<file path="src/rtl/outcollect.sv">
// outcollect: gathers add/mul/sine completions into an in-order show-ahead FIFO; OUTCOLLECT_TAG_EN adds a 2-bit source tag.
// Latency done->result_valid is 2 cycles; out_fifo_hold throttles dispatch near full, pending data waits when full.

module outcollect_fifo #(
  parameter int W     = 32,
  parameter int DEPTH = 8
) (
  input  logic                     clk,
  input  logic                     n_rst,
  input  logic                     i_push_vld,
  input  logic [W-1:0]             i_push_dat,
  input  logic                     i_pop_vld,
  output logic [W-1:0]             o_head_dat,
  output logic [$clog2(DEPTH):0]   o_count
);
  localparam int AW = $clog2(DEPTH);

  logic [W-1:0]  r_mem [DEPTH];
  logic [AW-1:0] r_wr_ptr;
  logic [AW-1:0] r_rd_ptr;
  logic [AW:0]   r_count;

  // Caller only pushes when there is room (or a pop frees a slot this cycle).
  always_ff @(posedge clk or negedge n_rst) begin
    if (!n_rst) begin
      for (int i = 0; i < DEPTH; i++) r_mem[i] <= '0;
      r_wr_ptr <= '0;
      r_rd_ptr <= '0;
      r_count  <= '0;
    end else begin
      if (i_push_vld) begin
        r_mem[r_wr_ptr] <= i_push_dat;
        r_wr_ptr        <= r_wr_ptr + 1'b1;
      end
      if (i_pop_vld) r_rd_ptr <= r_rd_ptr + 1'b1;
      case ({i_push_vld, i_pop_vld})
        2'b10:   r_count <= r_count + 1'b1;
        2'b01:   r_count <= r_count - 1'b1;
        default: r_count <= r_count;
      endcase
    end
  end

  assign o_head_dat = r_mem[r_rd_ptr];
  assign o_count    = r_count;
endmodule

module outcollect #(
  parameter int DEPTH       = 8,
  parameter int HOLD_MARGIN = 3
) (
  input  logic        clk,
  input  logic        n_rst,
  input  logic        add_done,
  input  logic        mul_done,
  input  logic        sine_done,
  input  logic [31:0] add_result,
  input  logic [31:0] mul_result,
  input  logic [31:0] sine_result,
  input  logic        result_read,
  output logic [31:0] result_data,
  output logic [1:0]  result_tag,
  output logic        result_valid,
  output logic        out_fifo_hold,
  output logic        overflow_err
);
  localparam int CW = $clog2(DEPTH) + 1;
`ifdef OUTCOLLECT_TAG_EN
  localparam int EW = 34;
`else
  localparam int EW = 32;
`endif

  // Index 0 = add, 1 = mul, 2 = sine; lower index wins drain arbitration.
  logic [2:0]    w_done;
  logic [31:0]   w_res [3];
  logic [2:0]    r_pend_vld;
  logic [31:0]   r_pend_dat [3];
  logic [2:0]    w_drain;
  logic [EW-1:0] w_push_dat;
  logic [EW-1:0] w_head_dat;
  logic [CW-1:0] w_count;
  logic          w_pop;
  logic          w_space;
  logic          r_overflow;

  assign w_done   = {sine_done, mul_done, add_done};
  assign w_res[0] = add_result;
  assign w_res[1] = mul_result;
  assign w_res[2] = sine_result;

  assign w_pop   = result_read && (w_count != '0);
  assign w_space = (w_count != CW'(DEPTH)) || w_pop;

  always_comb begin
    w_drain = '0;
    if (w_space) begin
      if (r_pend_vld[0])      w_drain[0] = 1'b1;
      else if (r_pend_vld[1]) w_drain[1] = 1'b1;
      else if (r_pend_vld[2]) w_drain[2] = 1'b1;
    end
  end

  always_comb begin
    w_push_dat = '0;
    for (int i = 0; i < 3; i++) begin
      if (w_drain[i]) begin
`ifdef OUTCOLLECT_TAG_EN
        w_push_dat = {2'(i + 1), r_pend_dat[i]};
`else
        w_push_dat = r_pend_dat[i];
`endif
      end
    end
  end

  // A done landing on a held, non-draining register is dropped and flagged.
  always_ff @(posedge clk or negedge n_rst) begin
    if (!n_rst) begin
      r_pend_vld <= '0;
      for (int i = 0; i < 3; i++) r_pend_dat[i] <= '0;
      r_overflow <= 1'b0;
    end else begin
      for (int i = 0; i < 3; i++) begin
        if (w_done[i]) begin
          if (!r_pend_vld[i] || w_drain[i]) begin
            r_pend_vld[i] <= 1'b1;
            r_pend_dat[i] <= w_res[i];
          end else begin
            r_overflow <= 1'b1;
          end
        end else if (w_drain[i]) begin
          r_pend_vld[i] <= 1'b0;
        end
      end
    end
  end

  outcollect_fifo #(.W(EW), .DEPTH(DEPTH)) u_fifo (
    .clk        (clk),
    .n_rst      (n_rst),
    .i_push_vld (|w_drain),
    .i_push_dat (w_push_dat),
    .i_pop_vld  (w_pop),
    .o_head_dat (w_head_dat),
    .o_count    (w_count)
  );

  assign result_data   = w_head_dat[31:0];
`ifdef OUTCOLLECT_TAG_EN
  assign result_tag    = w_head_dat[33:32];
`else
  assign result_tag    = 2'b00;
`endif
  assign result_valid  = (w_count != '0);
  assign out_fifo_hold = (w_count >= CW'(DEPTH - HOLD_MARGIN));
  assign overflow_err  = r_overflow;
endmodule

</file>
<file path="config.mk">
export PLATFORM = sky130hd
export DESIGN_NAME = outcollect
export DESIGN_NICKNAME = d
export VERILOG_FILES = /design/src/rtl/outcollect.sv
export SDC_FILE = /design/constraint.sdc
export NUM_CORES = 1
export LEC_CHECK = 0
export CAP_MARGIN = 10
export CORE_UTILIZATION = 50
export DETAILED_ROUTE_END_ITERATION = 8
export DONT_BUFFER_PORTS = 1
export GPL_ROUTABILITY_DRIVEN = 0
export PLACE_DENSITY_LB_ADDON = 0.3
export SKIP_LAST_GASP = 1
export SYNTH_ARGS = -nofsm -noshare
export SYNTH_HDL_FRONTEND = slang
export SYNTH_HIERARCHICAL = 1
export SYNTH_SLANG_ARGS = --single-unit
</file>
<file path="constraint.sdc">
create_clock -name clk -period 5.1 [get_ports clk]
set_input_delay 1.53 -clock clk [delete_from_list [all_inputs] [get_ports clk]]
set_output_delay 1.53 -clock clk [all_outputs]
set_load 0.02 [all_outputs]
</file>
* Word level (Yosys, flattened, before mapping) *
Cells that the tools add are included.

storage, ports and cells
  bits in registers = 366
  input port bits = 102
  output and inout bits = 37
  logic and storage cells = 86

operators by class
  add/sub/neg operators = 4
  magnitude comparators = 4
  eq/ne operators = 6
  multiplexer cells = 31
  bitwise operators = 2
  reductions and logical operators = 21

operator list
  cell                 count
  $bwmux 256           1
  $mux 32              6
  $bmux 32 s3          1
  $demux 32 s3         1
  $mux 1               19
  $reduce_and 2->1     6
  $ge 4x4->1 const B   2
  $not 3->4            2
  $pmux 4 s2           1
  $reduce_bool 2->1    4
  $add 3x1->3 const B  2
  $ne 2x1->1 const B   3
  $add 4x1->4 const B  1
  $ge 4x3->1 const B   1
  $logic_or 1x1->1     4
  $lt 4x1->1 const B   1
  $ne 4x4->1 const B   1
  $reduce_bool 4->1    1
  $sub 4x1->4 const B  1
  $logic_not 1->1      3
  $mux 3               1
  $reduce_or 3->1      1
  $eq 2x1->1 const B   1
  $eq 2x2->1 const B   1
  other kinds (2)      3

* Longest topological paths before layout *
  word-level depth = 11
  depth in mapped cells = 12
  gate-level depth less buffers = 11

* Cells and area by module *
The synthesis kept the hierarchy.

modules (own cells, without submodules)
  module           instances  cells each  area an instance (µm²)  seq. area each (µm²)
  outcollect_fifo  1          703         11977.7                 6656.4
  outcollect       1          340         4591.9                  2502.4

* Worst setup path after synthesis *
Ideal clock, no wire load.

  kind = in2reg
  start point = input port result_read
  end point = register u_fifo.r_count[2], in the netlist u_fifo/o_count[2]
  library setup time = 0.129 ns
  arrival = 3.221 ns
  required time = 4.971 ns
  slack = 1.751 ns
  stages on the path = 12
  path buffers = 1
  cells stage by stage = nor2b_4 -> and2_1 -> a31oi_1 -> buf_2 -> inv_1 -> ha_1 -> xor2_1 -> ha_1 -> a21oi_1 -> xor2_1 -> nor2_1 -> xor2_1

on the way
  longest elaborated chain between the ends = 6
  elaborated cells between the ends (all ways) = 8
  those cells by class = eq/ne: 2; mux: 2; reduce/logical: 4

RTL lines
  element                                                 RTL line  RTL
  from (decl)                                             60        input logic result_read,
  $logic_and 1x1->1 (*)                                   92        assign w_pop = result_read && (w_count != '0);
  $logic_or 1x1->1                                        93        assign w_space = (w_count != CW'(DEPTH)) || w_pop;
  $mux 3                                                  97        if (w_space) begin
  $reduce_or 3->1                                         142       .i_push_vld (|w_drain),
  $eq 2x1->1 / $eq 2x2->1 (equally long branches)         36        case ({i_push_vld, i_pop_vld})
  $pmux 4 s2 / $reduce_bool 2->1 (equally long branches)  -
  to (signal assigned)                                    37        2'b10: r_count <= r_count + 1'b1;
  to (signal assigned)                                    38        2'b01: r_count <= r_count - 1'b1;
  to (signal assigned)                                    39        default: r_count <= r_count;
  to (decl)                                               21        logic [AW:0] r_count;

Every way passes the cells marked *; elsewhere a longest branch is shown, timed or not.
A chain may end at the register's enable or synchronous reset.

* Worst setup path in the final report *
  start point = register u_fifo.r_rd_ptr[0]
  end point = output port result_data[20]

on the way
  longest elaborated chain between the ends = 4

RTL lines
  element                                     RTL line  RTL
  from (decl)                                 20        logic [AW-1:0] r_rd_ptr;
  from (signal assigned)                      35        if (i_pop_vld) r_rd_ptr <= r_rd_ptr + 1'b1;
  $not 3->4 (implied by the code)             44        assign o_head_dat = r_mem[r_rd_ptr];
  $bmux 32 s3                                 44
  $mux 32 (implied by the code) (2 in a row)  44
  to (decl)                                   61        output logic [31:0] result_data,

Every way passes these cells. The select of a mux whose other input is x is not followed.

==> flow_summary.yaml <==
logic_synthesis:
  syn_area_per_cell_um2: 15.9
  post-synth-top-area-cell: "dfrtp_1"
  synthesis.area_um2: 16600
  synth_flop_cell: "dfrtp_1"
  synth_seq_cells: 366
  syn_inst: 1043
  synth_warnings: 6
  yosys-top-cells-count: "dfrtp_1, mux2_2, mux4_2"
  synth-seq-area-share: 0.553
  ys_top_cells_by_area: "dfrtp_1, mux2_2, mux4_2"
  synthArstFlopShare: 1.00
  synth_edf_count: 0
  synthMostInstantiatedCell: "dfrtp_1"
  yosysTopAreaCellShare: 0.553
  synth.distinct_cells: 42
timing:
  rsz0062_at_grt: "false"
  worstMarginPinSlew_ps: 1180
  clock.fmax_ghz: 0.238
  relSlewSlack: 0.208
  finalHoldViolations: 0
  setup_viol: 0
  fin_crit_sh: 0.824
  period_needed_ps: 4200
  final_max_slew_viol_count: 0
  setup_slack_ps: 895
  final.setup.tns_ps: 0
  finClkSkew_ps: 17.8
setup_path:
  r2r_start: "u_fifo/o_count[2]$_DFFE_PN0P_"
  r2r_slack_ps: 2270
  crit_chain: "buf_4 -> mux4_2 -> mux2_2"
  crit_type: "reg -> out"
  cp-end-kind: "primary output"
  reg2regPathDepth: 7
  crit_path_max_incr_delay_ps: 870
  r2r-end: "u_fifo/r_mem[65]$_DFFE_PN0P_"
  required_ps: 3570
  crit_slowest_cell: "dfrtp_4"
  worst_setup_path_start_kind: "flop"
  crit_family: "multiplexers"
  worst_ep_arrival_time_ps: 2670
  path_buf_inv: 1
  path_max_fanout: 31
finish:
  post-route-util: 0.562
  syn2layout_area_growth_pct: 10.4
  fillers: 2637
  multi_input_area_um2: 7020
  ff_latch_area_um2: 9170
  drive_gt1_frac: 0.498
  final_nets: 1147
  stdcell_count: 1512
floorplan:
  initial_core_util: 0.509
  die_area_um2: 33900
  core_um2: 32500
  io_pins: 139
  fp.dieH_um: 184
  die_x_um: 184
  num_rows: 66
drt:
  drc_errors: 0
  firstDrtPassIters: 4
  drt_iter0_markers: 460
  detail_route.wl_per_cell_um: 23.3
  ant_nets: 0
  routed_wl_um: 35300
  vias: 8734
  viasPerCell: 5.78
clocking:
  cts.sink_count: 366
  cts.hold.buffers_added: 0
  cts_root_buf: "clkbuf_16"
  cts_tree: "built"
  cts_buffers: 39
  clkLatencyLatePin_ps: 520
  clk_pin_slew_ps: 60
  cts_buffer_depth: 3
  htree_levels: 2
  post-cts-setup-buffers: 0
  cts-resized-gates: 0
power_and_ir_drop:
  power.switching_mw: 4.10
  powerDensity_nw_per_um2: 696
  pwr-share-comb: 0.380
  power.internal_mw: 8.63
  seqPwrFrac: 0.397
  ir_drop_mv: 0.375
  p_sw_frac: 0.322
  power.leakage_nw: 7.78
  power.share.clock: 0.224
place:
  pre_cts_slack_ps: 1340
  io_buffers: 0
  hpwl_um: 21700
  place_inst: 1440
grt:
  grt_max_degree: 367
  grt_use_total: 0.219
  antenna_found_initial: 5
  grt_overflow: 0
  grt_pass1_wl_um: 56100
  grt_pass1_vias: 9418
min_path:
  whs_path_depth: 1
  hp-start: "u_fifo/r_mem[161]$_DFFE_PN0P_"
  whs_endpoint: "u_fifo/r_mem[161]$_DFFE_PN0P_"
  hold_path_class: "reg -> reg"
status:
  outcome: "complete, no violations"
run:
  maxCapViolCount: 0
cells by family after synthesis:
family | after synthesis | share of synthesized area
AO/OA/AOI/OAI | 48 | 0.0173
XOR/XNOR | 9 | 0.00476
adder cells (fa/ha/maj) | 5 | 0.00378
buffers and inverters | 72 | 0.0257
flip-flops | 366 | 0.553
multiplexers | 483 | 0.375
other | 1 | 0.000226
AND/OR/NAND/NOR | 59 | 0.0208
cell type report:
type,count,area share
tap,442,0.0302
inverter,4,0.000821
antenna,3,0.000410
sequential,366,0.501
multi-input combinational,606,0.384
clock buffer,60,0.0665
timing repair buffer,23,0.0122
clock inverter,8,0.00513
how the worst max path moves through the flow:
stage / end / start / cells after the start / slack (ps)
3_3_place_gp: u_fifo/r_mem[72]$_DFFE_PN0P_ / result_read / 7 / 1330
6_report: result_data[20] / u_fifo/r_rd_ptr[0]$_DFFE_PN0P_ / 3 / 900
5_1_grt: result_data[11] / u_fifo/r_rd_ptr[0]$_DFFE_PN0P_ / 3 / 720
2_1_floorplan: u_fifo/o_count[2]$_DFFE_PN0P_ / result_read / 12 / 1750
3_5_place_dp: u_fifo/r_mem[68]$_DFFE_PN0P_ / result_read / 7 / 1340
4_1_cts: result_data[20] / u_fifo/r_rd_ptr[0]$_DFFE_PN0P_ / 3 / 800
per-stage QoR:
stage	hold WS (ps)	power [mW]	instance area, µm²
4_1_cts	486	12.9	18300
2_1_floorplan	452	8.87	16600
3_3_place_gp	462	9.82	17000
6_report	483	12.7	18300
3_5_place_dp	472	9.99	17000
5_1_grt	508	13.4	18300
flip-flops by register name (all words and copies together) (netlist names):
register / flops
overflow_err: 1
u_fifo/r_wr_ptr: 3
u_fifo/o_count: 4
r_pend_dat: 96
u_fifo/r_rd_ptr: 3
r_pend_vld: 3
u_fifo/r_mem: 256
cell usage in the layout, fill, tap and decap left out, types with 7 or more instances in the layout:
master,instances
mux2_1,19
mux2_2,344
o21ai_0,33
mux4_2,64
nand2_1,35
clkbuf_1,7
mux2i_1,32
clkbuf_8,12
clkbuf_16,41
dfrtp_1,362
buf_4,18
mux2_4,24
routing by layer:
metal | vias to the layer above | wire [µm] | global-route usage
met2 | 164 | 17700 | 0.359
met1 | 4683 | 15200 | 0.296
met3 | 50 | 1800 | 0.0468
met4 | 4 | 573 | 0.0590
met5 | - | 22 | 0
li1 | 3833 | - | -
power by group through the flow:
stage | registers, mW | clock network (mW) | logic [mW]
2_1_floorplan | 4.64 | 0 | 4.23
3_3_place_gp | 5.04 | 0 | 4.78
3_5_place_dp | 5.10 | 0 | 4.89
4_1_cts | 5.05 | 2.92 | 4.91
5_1_grt | 5.24 | 3.02 | 5.18
6_report | 5.05 | 2.85 | 4.84
Note: power is estimated with default switching activity, not from simulation.
